## src/rtl/rf_wb_arbiter_if.sv

```systemverilog
// Writeback request bus between the execute/memory units and the write-port arbiter.
// One valid/ready lane per requester with packed destination address and data.
interface rf_wb_arbiter_if #(
    parameter int NREQ = 3
);
    logic [NREQ-1:0]    req_valid;
    logic [5*NREQ-1:0]  req_addr;
    logic [32*NREQ-1:0] req_data;
    logic [NREQ-1:0]    req_ready;

    modport master (output req_valid, req_addr, req_data, input req_ready);
    modport slave  (input req_valid, req_addr, req_data, output req_ready);
endinterface

```

## src/rtl/rf_wb_arbiter.sv

```systemverilog
// Round-robin arbiter for the single register-file write port, with a registered
// write stage and a pending-write scoreboard for decode RAW-hazard stalls.
module rf_wb_arbiter #(
    parameter int NREQ = 3,
    parameter int PW   = 2
) (
    input  logic                 clk,
    input  logic                 nrst,
    rf_wb_arbiter_if.slave       req,
    input  logic                 wb_hold,
    input  logic                 issue_en,
    input  logic [4:0]           issue_addr,
    input  logic [4:0]           chk_addrA,
    input  logic [4:0]           chk_addrB,
    output logic                 busy_a,
    output logic                 busy_b,
    output logic                 wr_en,
    output logic [4:0]           wr_addr,
    output logic [31:0]          wr_data
);
    logic [PW-1:0]   rr_ptr;
    logic [31:0]     pending;
    logic [31:0]     pending_nxt;

    logic [4:0]      addr_arr [NREQ];
    logic [31:0]     data_arr [NREQ];

    logic [NREQ-1:0] ready_p0;
    logic            gnt_vld_p0;
    logic [PW-1:0]   gnt_idx_p0;
    logic [4:0]      gnt_addr_p0;
    logic [31:0]     gnt_data_p0;
    logic [PW:0]     scan_sum;
    logic [PW-1:0]   scan_idx;

    for (genvar i = 0; i < NREQ; i++) begin : g_unpack
        assign addr_arr[i] = req.req_addr[5*i +: 5];
        assign data_arr[i] = req.req_data[32*i +: 32];
    end

    // Stage p0: combinational grant, scanning upward from rr_ptr with wraparound
    always_comb begin
        ready_p0    = '0;
        gnt_vld_p0  = 1'b0;
        gnt_idx_p0  = '0;
        gnt_addr_p0 = '0;
        gnt_data_p0 = '0;
        scan_sum    = '0;
        scan_idx    = '0;
        if (nrst && !wb_hold) begin
            for (int k = 0; k < NREQ; k++) begin
                scan_sum = {1'b0, rr_ptr} + (PW+1)'(k);
                if (scan_sum >= (PW+1)'(NREQ))
                    scan_sum = scan_sum - (PW+1)'(NREQ);
                scan_idx = scan_sum[PW-1:0];
                if (!gnt_vld_p0 && req.req_valid[scan_idx]) begin
                    gnt_vld_p0          = 1'b1;
                    gnt_idx_p0          = scan_idx;
                    gnt_addr_p0         = addr_arr[scan_idx];
                    gnt_data_p0         = data_arr[scan_idx];
                    ready_p0[scan_idx]  = 1'b1;
                end
            end
        end
    end

    assign req.req_ready = ready_p0;

    // A newly issued producer outranks a same-cycle retirement of the older one
    always_comb begin
        pending_nxt = pending;
        if (gnt_vld_p0)
            pending_nxt[gnt_addr_p0] = 1'b0;
        if (issue_en)
            pending_nxt[issue_addr] = 1'b1;
        pending_nxt[0] = 1'b0;
    end

    // Stage p1: registered write port, pointer and scoreboard
    always_ff @(posedge clk or negedge nrst) begin
        if (!nrst) begin
            rr_ptr  <= '0;
            pending <= '0;
            wr_en   <= 1'b0;
            wr_addr <= '0;
            wr_data <= '0;
        end else begin
            pending <= pending_nxt;
            if (gnt_vld_p0) begin
                rr_ptr  <= (gnt_idx_p0 == PW'(NREQ-1)) ? '0 : gnt_idx_p0 + PW'(1);
                wr_en   <= (gnt_addr_p0 != 5'd0);
                wr_addr <= gnt_addr_p0;
                wr_data <= gnt_data_p0;
            end else begin
                wr_en   <= 1'b0;
            end
        end
    end

    // The write sitting in the output stage is not yet readable from the register file
    assign busy_a = pending[chk_addrA] | (wr_en & (wr_addr == chk_addrA) & (chk_addrA != 5'd0));
    assign busy_b = pending[chk_addrB] | (wr_en & (wr_addr == chk_addrB) & (chk_addrB != 5'd0));
endmodule

```

## src/flat_wrapper.sv

```systemverilog
// flat-port wrapper written by rule: the top's interface ports become plain ports
module rf_wb_arbiter_flat 
#(
    parameter int NREQ = 3,
    parameter int PW   = 2
)
  (clk, nrst, wb_hold, issue_en, issue_addr, chk_addrA, chk_addrB, busy_a, busy_b, wr_en, wr_addr, wr_data, req_req_valid, req_req_addr, req_req_data, req_req_ready);
  rf_wb_arbiter_if #(.NREQ(NREQ)) req_i ();
  input  logic clk;
  input  logic nrst;
  input  logic wb_hold;
  input  logic issue_en;
  input  logic [4:0] issue_addr;
  input  logic [4:0] chk_addrA;
  input  logic [4:0] chk_addrB;
  output logic busy_a;
  output logic busy_b;
  output logic wr_en;
  output logic [4:0] wr_addr;
  output logic [31:0] wr_data;
  input wire logic [$bits(req_i.req_valid)-1:0] req_req_valid;
  input wire logic [$bits(req_i.req_addr)-1:0] req_req_addr;
  input wire logic [$bits(req_i.req_data)-1:0] req_req_data;
  output wire logic [$bits(req_i.req_ready)-1:0] req_req_ready;
  assign req_i.req_valid = req_req_valid;
  assign req_i.req_addr = req_req_addr;
  assign req_i.req_data = req_req_data;
  assign req_req_ready = req_i.req_ready;
  rf_wb_arbiter #(.NREQ(NREQ), .PW(PW)) u_core (.clk(clk), .nrst(nrst), .req(req_i), .wb_hold(wb_hold), .issue_en(issue_en), .issue_addr(issue_addr), .chk_addrA(chk_addrA), .chk_addrB(chk_addrB), .busy_a(busy_a), .busy_b(busy_b), .wr_en(wr_en), .wr_addr(wr_addr), .wr_data(wr_data));
endmodule
```

## config.mk

```make
export PLATFORM = sky130hd
export DESIGN_NAME = rf_wb_arbiter_flat
export DESIGN_NICKNAME = d
export VERILOG_FILES = /design/src/rtl/rf_wb_arbiter_if.sv /design/src/rtl/rf_wb_arbiter.sv /design/src/flat_wrapper.sv
export SDC_FILE = /design/constraint.sdc
export NUM_CORES = 1
export LEC_CHECK = 0
export CAP_MARGIN = 20
export CORE_ASPECT_RATIO = 1.5
export CORE_MARGIN = 5
export CORE_UTILIZATION = 50
export CTS_BUF_LIST = sky130_fd_sc_hd__clkbuf_4 sky130_fd_sc_hd__clkbuf_8
export DETAILED_ROUTE_END_ITERATION = 6
export DONT_BUFFER_PORTS = 1
export GPL_ROUTABILITY_DRIVEN = 0
export SYNTH_ARGS = -nofsm -noshare
export SYNTH_HDL_FRONTEND = slang
export SYNTH_SLANG_ARGS = --single-unit
```

## constraint.sdc

```tcl
create_clock -name clk -period 4.1 [get_ports clk]
set_clock_uncertainty 0.05 [all_clocks]
set_input_delay 0.41 -clock clk [delete_from_list [all_inputs] [get_ports clk]]
set_output_delay 0.41 -clock clk [all_outputs]
set_load 0.03 [all_outputs]
```

# Word-level counts from Yosys, hierarchy flattened
# Index checks and enable logic that the tools add are counted.
# word_totals
input_bits	133
ff_bits	71
word_cells	132
out_inout_bits	43
# classes
eq_ne	3
bitwise_logic	14
order_cmp	18
n_mux	72
n_reduce_logical	14
add_sub_neg	6
# op_table
op	count
32-bit 2-to-1 mux	12
32-bit binary-select mux with 2-bit select	3
5-bit 2-to-1 mux	10
32-bit AND	1
32-bit NOT	1
32-bit bitwise OR	1
5-bit binary-select mux with 2-bit select	3
5-bit by 6-bit less-than comparator with 1-bit output (second input constant)	4
2-bit 2-to-1 mux	11
3-bit 2-to-1 mux	6
1-bit 2-to-1 mux	17
5-bit nonzero test	3
1-bit binary-select mux with 5-bit select	2
1-bit demux with 5-bit select	2
5-bit == test	2
5-bit by 1-bit >= comparator with 1-bit output (second input constant)	2
3-bit >= comparator (second input constant)	3
2-bit by 3-bit less-than comparator with 1-bit output (second input constant)	3
2-bit NOT with 3-bit output	3
1-bit logical AND	8
1-bit binary-select mux with 2-bit select	3
1-bit demux with 2-bit select	3
2-bit by 1-bit >= comparator with 1-bit output (second input constant)	3
3-bit by 2-bit >= comparator with 1-bit output (second input constant)	2
10 further kinds	19

# Longest topological paths before layout
# Gate-level depths: netlist (run 1).
# logic_depth
word_depth	24
ltp_mapped	12
mapped_depth_nobuf	9

# Least setup slack after synthesis (run 1)
# No wires, ideal clock.
# synth_path
kind	flip-flop to output port
startpoint	reg u_core.rr_ptr[1]
endpoint	out req_req_ready[0]
stages_incl_launch_ff	10
t_required_ns	3.640
path_buffers	1
setup_slack_ns	1.128
arrival_time_ns	2.512
path_cell_list	dfrtp_1 -> inv_1 -> ha_1 -> mux2i_1 -> a2bb2oi_2 -> buf_4 -> nand2_1 -> inv_1 -> a221oi_1 -> a211oi_1
# synth_via
elab_chain_cells	15
elab_cells_between_ends	51
cone_classes	add/sub (5); order compare (9); mux (28); bitwise (2); reduce/logical (7)
# synth_lines
element	line	source
start, declared	rf_wb_arbiter.sv:21	logic [PW-1:0] rr_ptr;
start signal, assigned	rf_wb_arbiter.sv:90	rr_ptr <= (gnt_idx_p0 == PW'(NREQ-1)) ? '0 : gnt_idx_p0 + PW'(1);
parallel branches: the longest is 13 deep, another holds 2-bit by 1-bit adder with 3-bit output	-	
3-bit 2-to-1 mux (*)	rf_wb_arbiter.sv:56	if (!gnt_vld_p0 && req.req_valid[scan_idx]) begin
3-bit 2-to-1 mux (*)	rf_wb_arbiter.sv:50	if (nrst && !wb_hold) begin
end, declared	flat_wrapper.sv:24	output wire logic [$bits(req_i.req_ready)-1:0] req_req_ready;
# Every way passes the cells marked *. The select of a mux whose other input is x is not followed.

# Final worst setup path (run 1)
# layout_path
startpoint	reg u_core.rr_ptr[1]
endpoint	out req_req_ready[2]
# Same word-level chain as after synthesis.

==> summary.json, run 1 <==
{
  "timing_hold_violations_final": {"value": 0},
  "synth.cells.most_frequent": {"value": "a21oi_1 (137), o21ai_0 (134), nand2_1 (88), nor2_1 (72), dfrtp_1 (71)"},
  "cts_tree": {"value": "built"},
  "crit_path_cell_trace": {"value": "inv_1, ha_4, buf_4, mux2i_4, o21a_2, buf_4, o21ai_0, a21oi_1"},
  "setup_tns": {"value": 0, "unit": "ns"},
  "fraction_of_post_synthesis_cell_area_in_the_top_cell_type_by_area": {"value": 26.60, "unit": "%"},
  "setup-violations-final": {"value": 0},
  "final_cell_count_no_fill": {"value": 976},
  "die_area": {"value": 15820, "unit": "sq um"},
  "vias_in_the_first_global_route": {"value": 6978},
  "path_common_cell": {"value": "buf_4"},
  "vias_per_cell": {"value": 7.013},
  "detailedRoute.firstPassIterationCount": {"value": 5},
  "drt_iter0_markers": {"value": 331},
  "route.detailed.drc": {"value": 0},
  "clk-insertion-delay-late": {"value": 0.35, "unit": "ns"},
  "routed-wl-met2": {"value": 11.77, "unit": "mm"},
  "count_of_flip_flops_with_a_built_in_enable_after_synthesis": {"value": 0},
  "status": {"value": "finished, final reports clean"},
  "cell_with_the_largest_stage_delay_on_the_worst_path": {"value": "a21oi_1"},
  "dpl.cell_count": {"value": 958},
  "max-vdd-ir-drop": {"value": 0.3797, "unit": "mV"},
  "critical_path_start_type": {"value": "flip-flop"},
  "ys_async_sr_fraction": {"value": 100.0, "unit": "%"},
  "std_cell_core_area": {"value": 13080, "unit": "sq um"},
  "clkSlewWorstSetupHoldPaths": {"value": 0.08, "unit": "ns"},
  "chipWidth": {"value": 104.4, "unit": "um"},
  "flow.area_growth_from_synthesis": {"value": 4.795, "unit": "%"},
  "timing.hold.worst.class": {"value": "input pin to flip-flop"},
  "path_class": {"value": "flip-flop to output pin"},
  "worstPathBufferInverterCount": {"value": 3},
  "static_leakage_power": {"value": 2.477, "unit": "nW"},
  "worstSetupEndpointType": {"value": "output pin"},
  "synthesis.area_per_instance": {"value": 7.768, "unit": "sq um"},
  "critPathTopFamily": {"value": "compound AO/OA/AOI/OAI gates"},
  "total_number_of_h_tree_levels": {"value": 3},
  "die_height": {"value": 151.6, "unit": "um"},
  "critPathMaxFanout": {"value": 36},
  "wl_met3": {"value": 2.412, "unit": "mm"},
  "yosysWarnings": {"value": 0},
  "m1WireLength": {"value": 7.821, "unit": "mm"},
  "period_share": {"value": 85.88, "unit": "%"},
  "placementRows": {"value": 51},
  "required_time_of_the_critical_path": {"value": 3.64, "unit": "ns"},
  "worst-endpoint-arrival": {"value": 3.06, "unit": "ns"},
  "ys_seq_area_share": {"value": 26.60, "unit": "%"},
  "postCtsSetupBuffers": {"value": 0},
  "timing.slew.headroom": {"value": 43.02, "unit": "%"},
  "dominantRegCellSynth": {"value": "dfrtp_1"},
  "post_synth_inst_count": {"value": 860},
  "buffer_ports.inserted": {"value": 0},
  "synth.largest_area_cell": {"value": "dfrtp_1"},
  "fmaxAchievable": {"value": 284.0, "unit": "MHz"},
  "crit_path_max_incr_delay": {"value": 0.67, "unit": "ns"},
  "timing_worst_slew_pin_value": {"value": 0.8530, "unit": "ns"},
  "ios": {"value": 176},
  "synth_net_count": {"value": 997},
  "timing.max_cap.violations": {"value": 0},
  "maximum_number_of_pins_on_one_net_before_global_route_repair": {"value": 74},
  "report.final.slew_viol_count": {"value": 0},
  "grt_pass1_wl": {"value": 35.96, "unit": "mm"},
  "buffer_cell_driving_the_clock_tree_root": {"value": "clkbuf_8"},
  "avgRoutedWirePerCell": {"value": 23.67, "unit": "um"},
  "clockBufferDepth": {"value": 2},
  "netlist_top_cells_area": {"value": "dfrtp_1 (27%), a21oi_1 (10%), o21ai_0 (10%)"},
  "netlist-cell-type-count": {"value": 66},
  "start_util": {"value": 51.07, "unit": "%"},
  "cts_made_buffers": {"value": 9},
  "num_antenna_cells": {"value": 0},
  "synthesis.area": {"value": 6680, "unit": "sq um"},
  "layout_cell_share_with_drive_strength_beyond_1": {"value": 10.04, "unit": "%"},
  "total_power": {"value": 0.006411, "unit": "W"},
  "power_density": {"value": 915.7, "unit": "nW/um^2"},
  "rsz0062_at_grt": {"value": "no"},
  "final_net_count": {"value": 949},
  "overall_fraction_of_global_route_tracks_in_use": {"value": 28.25, "unit": "%"},
  "timing.final.crit_period": {"value": 3.521, "unit": "ns"},
  "place_hpwl": {"value": 16.52, "unit": "mm"},
  "numClockSinks": {"value": 71},
  "via_count": {"value": 6845},
  "yosys_register_bits": {"value": 71},
  "globalRoute.totalOverflow": {"value": 0},
  "whs": {"value": 0.09245, "unit": "ns"},
  "highest_layer": {"value": "met5"},
  "antenna_found_initial": {"value": 2},
  "routed_wirelength": {"value": 23.10, "unit": "mm"},
  "synthMostInstantiatedCell": {"value": "a21oi_1"},
  "drt.antenna.violating_nets": {"value": 0},
  "final.fill_count": {"value": 1259}
}
[report_power, final]
part	internal (W)	total [W]	leakage (nW)	switching, W
Clock	0.000366	0.000655	0.113	0.000289
Combinational	0.00148	0.00413	1.50	0.00265
Sequential	0.000999	0.00162	0.864	0.000623
[metal layers]
layer | global-route usage (%) | vias to the layer above
li1 | - | 3123
met1 | 29.21 | 3266
met2 | 49.81 | 374
met3 | 9.368 | 78
met4 | 16.40 | 4
met5 | 0 | -
[final cells by class]
type / count / area (sq um) / area share (%)
Clock inverter: 5 / 81.33 / 1.162
Clock buffer: 11 / 145.1 / 2.073
Timing Repair Buffer: 16 / 155.1 / 2.216
Sequential cell: 71 / 1777 / 25.38
Tap cell: 159 / 198.9 / 2.842
Multi-Input combinational cell: 707 / 4617 / 65.95
Inverter: 7 / 26.28 / 0.3753
[registers in the layout (all words and copies together), names as in the netlist]
name / cells
u_core.wr_data: 32
u_core.pending: 31
u_core.wr_addr: 5
u_core.rr_ptr: 2
u_core.wr_en: 1
[cells in the final DEF (no fill, tap or decap), drive strengths merged, types with 4 or more instances in the layout]
cell      n
nor2     72
ha        4
nand3     4
mux2i    44
dfrtp    71
a22oi     5
o31ai    25
inv       7
a21oi   139
o21ai   148
o221ai   32
mux4     18
nor3      7
clkbuf   11
nand2    88
o31a      4
buf      15
o41ai     7
nand3b    7
nor2b    35
xor2      6
mux2      6
nand4     4
a211oi    5
[cell families (layout without fill, tap and decap cells)]
kind of cell	Yosys count	after routing	share of synthesized area, %
AO/OA/AOI/OAI	393	393	36.02
AND/OR/NAND/NOR	234	234	16.56
buffers and inverters	82	39	5.169
flip-flops	71	71	26.60
multiplexers	68	68	13.86
XOR/XNOR	8	8	1.049
adder cells (fa/ha/maj)	4	4	0.7492
[metrics by stage]
step                setup WS [ns]  utilization, %  cell area (sq um)
finish                     0.5787           53.52               7000
global placement           0.9226           51.50               6736
CTS                        0.6021           53.52               7000
detailed placement         0.8001           51.50               6736
global route               0.4341           53.52               7000
floorplan                   1.128               -               6680
[repair_timing]
| action | in CTS | in global routing |
|---|---|---|
| resized for setup | 0 | 0 |
| hold buffers | 2 | 0 |
| endpoints found under the hold margin | 71 | 0 |
[worst paths after layout]
check	from	end	slack [ns]	cells after the start
setup / recovery	u_core.rr_ptr[1]$_DFFE_PN0P_	req_req_ready[2]	0.58	8
setup reg to reg	u_core.rr_ptr[0]$_DFFE_PN0P_	u_core.pending[28]$_DFF_PN0_	0.71	10
max in group asynchronous	nrst	u_core.rr_ptr[1]$_DFFE_PN0P_	3.10	2
min in group asynchronous	nrst	u_core.pending[4]$_DFF_PN0_	0.56	2
hold / removal	issue_addr[2]	u_core.pending[3]$_DFF_PN0_	0.09	1
hold reg to reg	u_core.pending[19]$_DFF_PN0_	u_core.pending[19]$_DFF_PN0_	0.49	2
No activity file was read; power rests on OpenSTA's default activity.
==> run 2: changes to the inputs <==
--- a/config.mk
+++ b/config.mk
@@ -6,7 +6,7 @@
 export NUM_CORES = 1
 export LEC_CHECK = 0
 export CAP_MARGIN = 20
-export CORE_ASPECT_RATIO = 1.5
+export CORE_ASPECT_RATIO = 1.2
 export CORE_MARGIN = 5
 export CORE_UTILIZATION = 50
 export CTS_BUF_LIST = sky130_fd_sc_hd__clkbuf_4 sky130_fd_sc_hd__clkbuf_8
==> run 2 against run 1 <==
  * Sequential cell count is the same
  * Sequential power is essentially flat
  * Combinational power is essentially flat
  * Non-clock buffer count is the same
  * Utilization shrank 0.37 points
  * Critical path depth grew 1
  * Global-route usage shrank 0.90 points
  * Worst setup slack gained 0.20 ns
  * Maximum frequency grew 6.1%
  * First-iteration DRC count grew 34%
  * Critical endpoint is now u_core.pending[1]$_DFF_PN0_
  * Largest cell class unchanged
==> summary.json, run 2 (synthesis results as in run 1) <==
{
  "maximum_number_of_pins_on_one_net_before_global_route_repair": {"value": 72, "change": "-2.7%"},
  "std_cell_core_area": {"value": 13180, "unit": "sq um", "change": "+0.76%"},
  "drt_iter0_markers": {"value": 443, "change": "+34%"},
  "timing_hold_violations_final": {"value": 0, "change": "unchanged"},
  "rsz0062_at_grt": {"value": "no"},
  "max-vdd-ir-drop": {"value": 0.4597, "unit": "mV", "change": "+21%"},
  "total_power": {"value": 0.006407, "unit": "W", "change": "about the same"},
  "layout_cell_share_with_drive_strength_beyond_1": {"value": 9.926, "unit": "%", "change": "-0.11 points"},
  "globalRoute.totalOverflow": {"value": 0, "change": "unchanged"},
  "num_antenna_cells": {"value": 0, "change": "unchanged"},
  "place_hpwl": {"value": 15.30, "unit": "mm", "change": "-7.4%"},
  "final_net_count": {"value": 949, "change": "unchanged"},
  "timing.final.crit_period": {"value": 3.317, "unit": "ns", "change": "-0.2040 ns"},
  "largest-register": {"value": "u_core.wr_data"},
  "power_density": {"value": 914.8, "unit": "nW/um^2", "change": "-0.11%"},
  "buffer_cell_driving_the_clock_tree_root": {"value": "clkbuf_8"},
  "buffer_ports.inserted": {"value": 0, "change": "unchanged"},
  "largest_reg_flops": {"value": 32, "change": "unchanged"},
  "clockBufferDepth": {"value": 2, "change": "unchanged"},
  "timing_worst_slew_pin_value": {"value": 0.8754, "unit": "ns", "change": "+0.02242 ns"},
  "routed_wirelength": {"value": 22.00, "unit": "mm", "change": "-4.8%"},
  "status": {"value": "finished, final reports clean"},
  "hp-start": {"value": "issue_addr[2]"},
  "ctsResizeCount": {"value": 0, "change": "unchanged"},
  "path_class": {"value": "flip-flop to flip-flop"},
  "period_share": {"value": 80.91, "unit": "%", "change": "-5.0 points"},
  "critPathMaxFanout": {"value": 39, "change": "+8.3%"},
  "critical_path_start_type": {"value": "flip-flop"},
  "vias_per_cell": {"value": 6.828, "change": "-2.6%"},
  "vias_in_the_first_global_route": {"value": 6801, "change": "-2.5%"},
  "worstSetupEndpointType": {"value": "flip-flop"},
  "cts_made_buffers": {"value": 9, "change": "unchanged"},
  "clk-insertion-delay-late": {"value": 0.37, "unit": "ns", "change": "+0.02 ns"},
  "total_number_of_h_tree_levels": {"value": 3, "change": "unchanged"},
  "flow.area_growth_from_synthesis": {"value": 4.851, "unit": "%", "change": "about the same"},
  "avgRoutedWirePerCell": {"value": 22.35, "unit": "um", "change": "-5.6%"},
  "overall_fraction_of_global_route_tracks_in_use": {"value": 27.35, "unit": "%", "change": "-0.90 points"},
  "via_count": {"value": 6719, "change": "-1.8%"},
  "antenna_found_initial": {"value": 0, "change": "-2"},
  "timing.critical_path.from": {"value": "u_core.rr_ptr[0]$_DFFE_PN0P_"},
  "route.detailed.drc": {"value": 0, "change": "unchanged"},
  "setup-violations-final": {"value": 0, "change": "unchanged"},
  "placementRows": {"value": 46, "change": "-9.8%"},
  "detailedRoute.firstPassIterationCount": {"value": 5, "change": "unchanged"},
  "reg_top3": {"value": "u_core.wr_data: 32 flops, u_core.pending: 31 flops, u_core.wr_addr: 5 flops"},
  "whs": {"value": 0.07803, "unit": "ns", "change": "-0.01442 ns"},
  "start_util": {"value": 50.68, "unit": "%", "change": "-0.38 points"},
  "clkSlewWorstSetupHoldPaths": {"value": 0.08, "unit": "ns", "change": "about the same"},
  "die_area": {"value": 15780, "unit": "sq um", "change": "-0.24%"},
  "source_of_the_worst_register_to_register_timing_path": {"value": "u_core.rr_ptr[0]$_DFFE_PN0P_"},
  "die_height": {"value": 136.6, "unit": "um", "change": "-9.9%"},
  "mostFrequentLayoutCell": {"value": "a21oi_1"},
  "static_leakage_power": {"value": 2.474, "unit": "nW", "change": "-0.14%"},
  "fmaxAchievable": {"value": 301.5, "unit": "MHz", "change": "+6.1%"},
  "worst-endpoint-arrival": {"value": 3.51, "unit": "ns", "change": "+0.45 ns"},
  "timing.max_cap.violations": {"value": 0, "change": "unchanged"},
  "drt.antenna.violating_nets": {"value": 0, "change": "unchanged"},
  "numClockSinks": {"value": 71, "change": "unchanged"},
  "required_time_of_the_critical_path": {"value": 4.29, "unit": "ns", "change": "+0.65 ns"},
  "setup_tns": {"value": 0, "unit": "ns", "change": "unchanged"},
  "grt_pass1_wl": {"value": 34.43, "unit": "mm", "change": "-4.3%"},
  "report.final.slew_viol_count": {"value": 0, "change": "unchanged"},
  "cts_tree": {"value": "built"},
  "timing.slew.headroom": {"value": 41.64, "unit": "%", "change": "-1.4 points"},
  "ios": {"value": 176, "change": "unchanged"},
  "dpl.cell_count": {"value": 967, "change": "+0.94%"},
  "chipWidth": {"value": 115.5, "unit": "um", "change": "+11%"},
  "layout.cells.most_common_list": {"value": "a21oi_1 (137), o21ai_0 (134), nand2_1 (88), nor2_1 (72), dfrtp_1 (71)"},
  "final_cell_count_no_fill": {"value": 984, "change": "+0.82%"},
  "timing.hold.worst.class": {"value": "input pin to flip-flop"}
}
[run 2: cell count changes in the layout (fill, tap and decap cells not counted), sizes merged]
cell,before,now
inv,7,8
clkinv,2,1
clkbuf,11,10
[run 2: stage by stage]
step / cell area (sq um) / utilization (%) / setup slack [ns]
finish: 7004 / 53.14 / 0.7828
CTS: 7004 / 53.14 / 0.7911
global placement: 6748 / 51.20 / 0.9692
detailed placement: 6748 / 51.20 / 0.8239
global route: 7004 / 53.14 / 0.5742
floorplan: 6680 / - / 1.128
[run 2: cell type report]
| type | instances | area (sq um) |
|---|---|---|
| fill | 1217 | 6176 |
| sequential | 71 | 1777 |
| clock inverter | 5 | 81.33 |
| timing repair buffer | 16 | 155.1 |
| clock buffer | 10 | 137.6 |
| multi-input combinational | 707 | 4617 |
| inverter | 7 | 26.28 |
| tap | 168 | 210.2 |
[run 2: critical path, stage by stage (launching register included)]
cell and delay (ns):
dfrtp_1 0.45, inv_1 0.12, ha_4 0.56, and2b_4 0.47, a2bb2oi_4 0.17, a221oi_1 0.39, o31a_1 0.25, o211ai_2 0.26
o31ai_1 0.33, o41ai_1 0.12
[run 2: worst paths after layout]
path	to	slack [ns]	depth (start not counted)
min	u_core.pending[3]$_DFF_PN0_	0.08	1
max reg2reg	u_core.pending[1]$_DFF_PN0_	0.78	9
max in group asynchronous	u_core.wr_data[10]$_DFFE_PN0P_	3.16	2
min in group asynchronous	u_core.pending[4]$_DFF_PN0_	0.53	2
max	u_core.pending[1]$_DFF_PN0_	0.78	9
min reg2reg	u_core.pending[7]$_DFF_PN0_	0.50	2
[run 2: what timing repair did]
action | 4_1_cts | 5_1_grt
setup buffers | 0 | 0
hold buffers | 2 | 0
hold endpoints to repair | 71 | 0
[run 2: where the power goes]
part / leakage, nW / internal (W) / switching [W] / total (W)
clock: 0.109 / 0.000357 / 0.000287 / 0.000644
combinational: 1.50 / 0.00148 / 0.00265 / 0.00413
sequential: 0.864 / 0.000999 / 0.000633 / 0.00163
[run 2: metal layers]
metal	up-vias	routed length [um]	part of all wire (%)	track usage [%]
met3	46	1980	9.0	8.094
met5	-	0	0	0
met1	3251	8181	37	30.61
li1	3127	-	-	-
met2	295	11330	51	48.58
met4	0	508	2.3	10.44
==> run 3: changes to the inputs <==
--- a/config.mk
+++ b/config.mk
@@ -13,6 +13,7 @@
 export DETAILED_ROUTE_END_ITERATION = 6
 export DONT_BUFFER_PORTS = 1
 export GPL_ROUTABILITY_DRIVEN = 0
+export PLACE_DENSITY = 0.68
 export SYNTH_ARGS = -nofsm -noshare
 export SYNTH_HDL_FRONTEND = slang
 export SYNTH_SLANG_ARGS = --single-unit
==> constraint.sdc (replaced) <==
create_clock -name clk -period 2.85 [get_ports clk]
set_clock_uncertainty 0.05 [all_clocks]
set_input_delay 0.285 -clock clk [delete_from_list [all_inputs] [get_ports clk]]
set_output_delay 0.285 -clock clk [all_outputs]
set_load 0.03 [all_outputs]
==> run 3 against run 2 <==
  * Critical path depth is 2 higher
  * Critical endpoint is now u_core.pending[19]$_DFF_PN0_
  * Highest routed layer unchanged
  * Global-route usage is 0.61 points higher
  * Via count is 7.6% higher
  * Wire length is 6.5% higher
  * Clock power is 25% higher
  * Sequential cell count stayed put
  * Cell area is 9.2% higher
  * Die area stayed put
==> summary.json, run 3 (synthesis results as in run 1) <==
{
  "met1_usage_in_global_routing": {"value": 30.27, "unit": "%", "change": "-0.33 points"},
  "drt_iter0_markers": {"value": 581, "change": "+31%"},
  "routed_wirelength": {"value": 23.42, "unit": "mm", "change": "+6.5%"},
  "timing.slew.headroom": {"value": 49.80, "unit": "%", "change": "+8.2 points"},
  "rsz0062_at_grt": {"value": "yes"},
  "total_power": {"value": 0.01029, "unit": "W", "change": "+61%"},
  "detailedRoute.firstPassIterationCount": {"value": 5, "change": "unchanged"},
  "gr-max-usage-layer": {"value": "met2"},
  "largest_reg_flops": {"value": 32, "change": "unchanged"},
  "path_class": {"value": "flip-flop to flip-flop"},
  "rrSetupSlack": {"value": 0.0005, "unit": "ns", "change": "-0.78 ns"},
  "fmaxAchievable": {"value": 350.9, "unit": "MHz", "change": "+16%"},
  "static_leakage_power": {"value": 2.771, "unit": "nW", "change": "+12%"},
  "final_net_count": {"value": 1008, "change": "+6.2%"},
  "die_height": {"value": 136.6, "unit": "um", "change": "unchanged"},
  "mostFrequentLayoutCell": {"value": "a21oi_1"},
  "layout.cells.most_common_list": {"value": "a21oi_1 (136), o21ai_0 (129), nand2_1 (88), nor2_1 (71), dfrtp_1 (70)"},
  "maximum_number_of_pins_on_one_net_before_global_route_repair": {"value": 72, "change": "unchanged"},
  "timing.final.crit_period": {"value": 2.850, "unit": "ns", "change": "-0.4677 ns"},
  "place_hpwl": {"value": 16.00, "unit": "mm", "change": "+4.5%"},
  "clockBufferDepth": {"value": 2, "change": "unchanged"},
  "numClockSinks": {"value": 71, "change": "unchanged"},
  "std_cell_core_area": {"value": 13180, "unit": "sq um", "change": "unchanged"},
  "setup-violations-final": {"value": 0, "change": "unchanged"},
  "buffer_cell_driving_the_clock_tree_root": {"value": "clkbuf_8"},
  "route.detailed.drc": {"value": 0, "change": "unchanged"},
  "drt.antenna.violating_nets": {"value": 0, "change": "unchanged"},
  "report.final.slew_viol_count": {"value": 0, "change": "unchanged"},
  "placementRows": {"value": 46, "change": "unchanged"},
  "crit_path_max_incr_delay": {"value": 0.42, "unit": "ns", "change": "-0.14 ns"},
  "timing.hold.worst.class": {"value": "input pin to flip-flop"},
  "status": {"value": "finished, final reports clean"},
  "layout_cell_share_with_drive_strength_beyond_1": {"value": 18.40, "unit": "%", "change": "+8.5 points"},
  "crit_path_cell_trace": {"value": "buf_6, ha_4, buf_4, and2b_4, buf_6, a221oi_4, buf_4, o31ai_4, nand4_4, o31ai_1, o21ai_0"},
  "vias_in_the_first_global_route": {"value": 7035, "change": "+3.4%"},
  "grt_pass1_wl": {"value": 35.13, "unit": "mm", "change": "+2.0%"},
  "total_number_of_h_tree_levels": {"value": 3, "change": "unchanged"},
  "clk-insertion-delay-late": {"value": 0.36, "unit": "ns", "change": "about the same"},
  "timing.reg2reg.worst_path_depth": {"value": 11, "change": "+2"},
  "start_util": {"value": 50.68, "unit": "%", "change": "unchanged"},
  "hp-start": {"value": "issue_addr[2]"},
  "power_density": {"value": 1345, "unit": "nW/um^2", "change": "+47%"},
  "globalRoute.totalOverflow": {"value": 0, "change": "unchanged"},
  "largest-register": {"value": "u_core.wr_data"},
  "overall_fraction_of_global_route_tracks_in_use": {"value": 27.96, "unit": "%", "change": "+0.61 points"},
  "timing.max_cap.violations": {"value": 0, "change": "unchanged"},
  "period_share": {"value": 99.98, "unit": "%", "change": "+19 points"},
  "met2_usage": {"value": 48.68, "unit": "%", "change": "+0.097 points"},
  "flow.area_growth_from_synthesis": {"value": 14.48, "unit": "%"},
  "critical_path_start_type": {"value": "flip-flop"},
  "die_area": {"value": 15780, "unit": "sq um", "change": "unchanged"},
  "avgRoutedWirePerCell": {"value": 22.46, "unit": "um", "change": "+0.47%"},
  "via_count": {"value": 7227, "change": "+7.6%"},
  "grt_use_met3": {"value": 9.553, "unit": "%", "change": "+1.5 points"},
  "num_antenna_cells": {"value": 0, "change": "unchanged"},
  "antenna_found_initial": {"value": 0, "change": "unchanged"},
  "cts_made_buffers": {"value": 9, "change": "unchanged"},
  "vias_per_cell": {"value": 6.929, "change": "+1.5%"},
  "layout_setup_ws": {"value": 0.0004940, "unit": "ns", "change": "-0.7823 ns"},
  "critPathTopFamily": {"value": "compound AO/OA/AOI/OAI gates"},
  "worst-endpoint-arrival": {"value": 3.02, "unit": "ns", "change": "-0.49 ns"},
  "ios": {"value": 176, "change": "unchanged"},
  "required_time_of_the_critical_path": {"value": 3.02, "unit": "ns", "change": "-1.27 ns"},
  "cell_with_the_largest_stage_delay_on_the_worst_path": {"value": "dfrtp_1"},
  "timing_worst_slew_pin_value": {"value": 0.7530, "unit": "ns", "change": "-0.1224 ns"},
  "source_of_the_worst_register_to_register_timing_path": {"value": "u_core.rr_ptr[0]$_DFFE_PN0P_"},
  "worstSetupEndpointType": {"value": "flip-flop"},
  "hold-path-endpoint": {"value": "u_core.pending[4]$_DFF_PN0_"},
  "max-vdd-ir-drop": {"value": 0.6869, "unit": "mV", "change": "+49%"},
  "worst_slack_at_placement": {"value": -0.06012, "unit": "ns", "change": "-0.8840 ns"},
  "timing_hold_violations_final": {"value": 0, "change": "unchanged"},
  "worstPathBufferInverterCount": {"value": 4, "change": "+3"},
  "cell_depth_of_the_worst_min_delay_path": {"value": 2, "change": "+1"},
  "reg2reg_to": {"value": "u_core.pending[19]$_DFF_PN0_"},
  "reg_top3": {"value": "u_core.wr_data: 32 flops, u_core.pending: 31 flops, u_core.wr_addr: 5 flops"},
  "clkSlewWorstSetupHoldPaths": {"value": 0.08, "unit": "ns", "change": "about the same"},
  "buffer_ports.inserted": {"value": 0, "change": "unchanged"},
  "chipWidth": {"value": 115.5, "unit": "um", "change": "unchanged"},
  "critPathMaxFanout": {"value": 10, "change": "-74%"},
  "cts_tree": {"value": "built"}
}
-- run 3: cell count changes in the layout (fill, tap and decap cells not counted), moves of 5 or more --
cell / before / now
o31ai_1: 21 / 14
o31ai_2: 2 / 7
buf_6: 0 / 5
buf_4: 13 / 62
o21ai_0: 134 / 129
-- run 3: repair_timing --
action	4_1_cts	5_1_grt
hold buffers	5	0
setup endpoints to repair	26	41
hold endpoints to repair	74	0
pin swaps	0	24
setup buffers	13	23
cloned	0	2
gates resized for setup	4	45
-- run 3: worst max path at each step --
stage	slack, ns	endpoint	cells past startpoint	startpoint
after floorplan	0.003	req_req_ready[0]	9	u_core.rr_ptr[1]$_DFFE_PN0P_
after global placement	0.04	u_core.pending[2]$_DFF_PN0_	10	u_core.rr_ptr[1]$_DFFE_PN0P_
after detailed placement	-0.06	u_core.pending[2]$_DFF_PN0_	10	u_core.rr_ptr[1]$_DFFE_PN0P_
after CTS	0.003	req_req_ready[1]	9	u_core.rr_ptr[1]$_DFFE_PN0P_
after global routing	-0.16	u_core.pending[19]$_DFF_PN0_	11	u_core.rr_ptr[0]$_DFFE_PN0P_
final	0.0005	u_core.pending[19]$_DFF_PN0_	11	u_core.rr_ptr[0]$_DFFE_PN0P_
-- run 3: power breakdown --
part / switching, W / leakage, nW / total (W) / internal (W)
Clock: 0.000411 / 0.0871 / 0.000807 / 0.000396
Sequential: 0.000931 / 0.863 / 0.00237 / 0.00144
Combinational: 0.00428 / 1.82 / 0.00711 / 0.00282
-- run 3: cell type report --
type	instances	area (sq um)
sequential	71	1778
fill	1179	5533
tap	168	210.2
clock inverter	6	62.56
clock buffer	9	123.9
timing repair buffer	73	609.3
inverter	7	26.28
multi-input combinational	709	4837
-- run 3: routing by layer --
metal  routed length [um]  up-vias  share of wire [%]
met2                11850      465                 51
met3                 2704       90                 12
li1                     -     3250                  -
met5                    0        -                  0
met4                  894        0                3.8
met1                 7977     3422                 34
-- run 3: per-stage QoR --
step	setup TNS (ns)	instance area [sq um]	utilization (%)	std cells	hold slack, ns
finish	0	7647	58.02	1043	0.07765
global route	-1.322	7647	58.02	1043	0.08461
CTS	0	7249	55.00	1018	0.06994
detailed placement	-0.7089	6878	52.18	985	-0.05719
global placement	0	6878	52.18	985	-0.05668
floorplan	0	6680	-	860	-0.06059
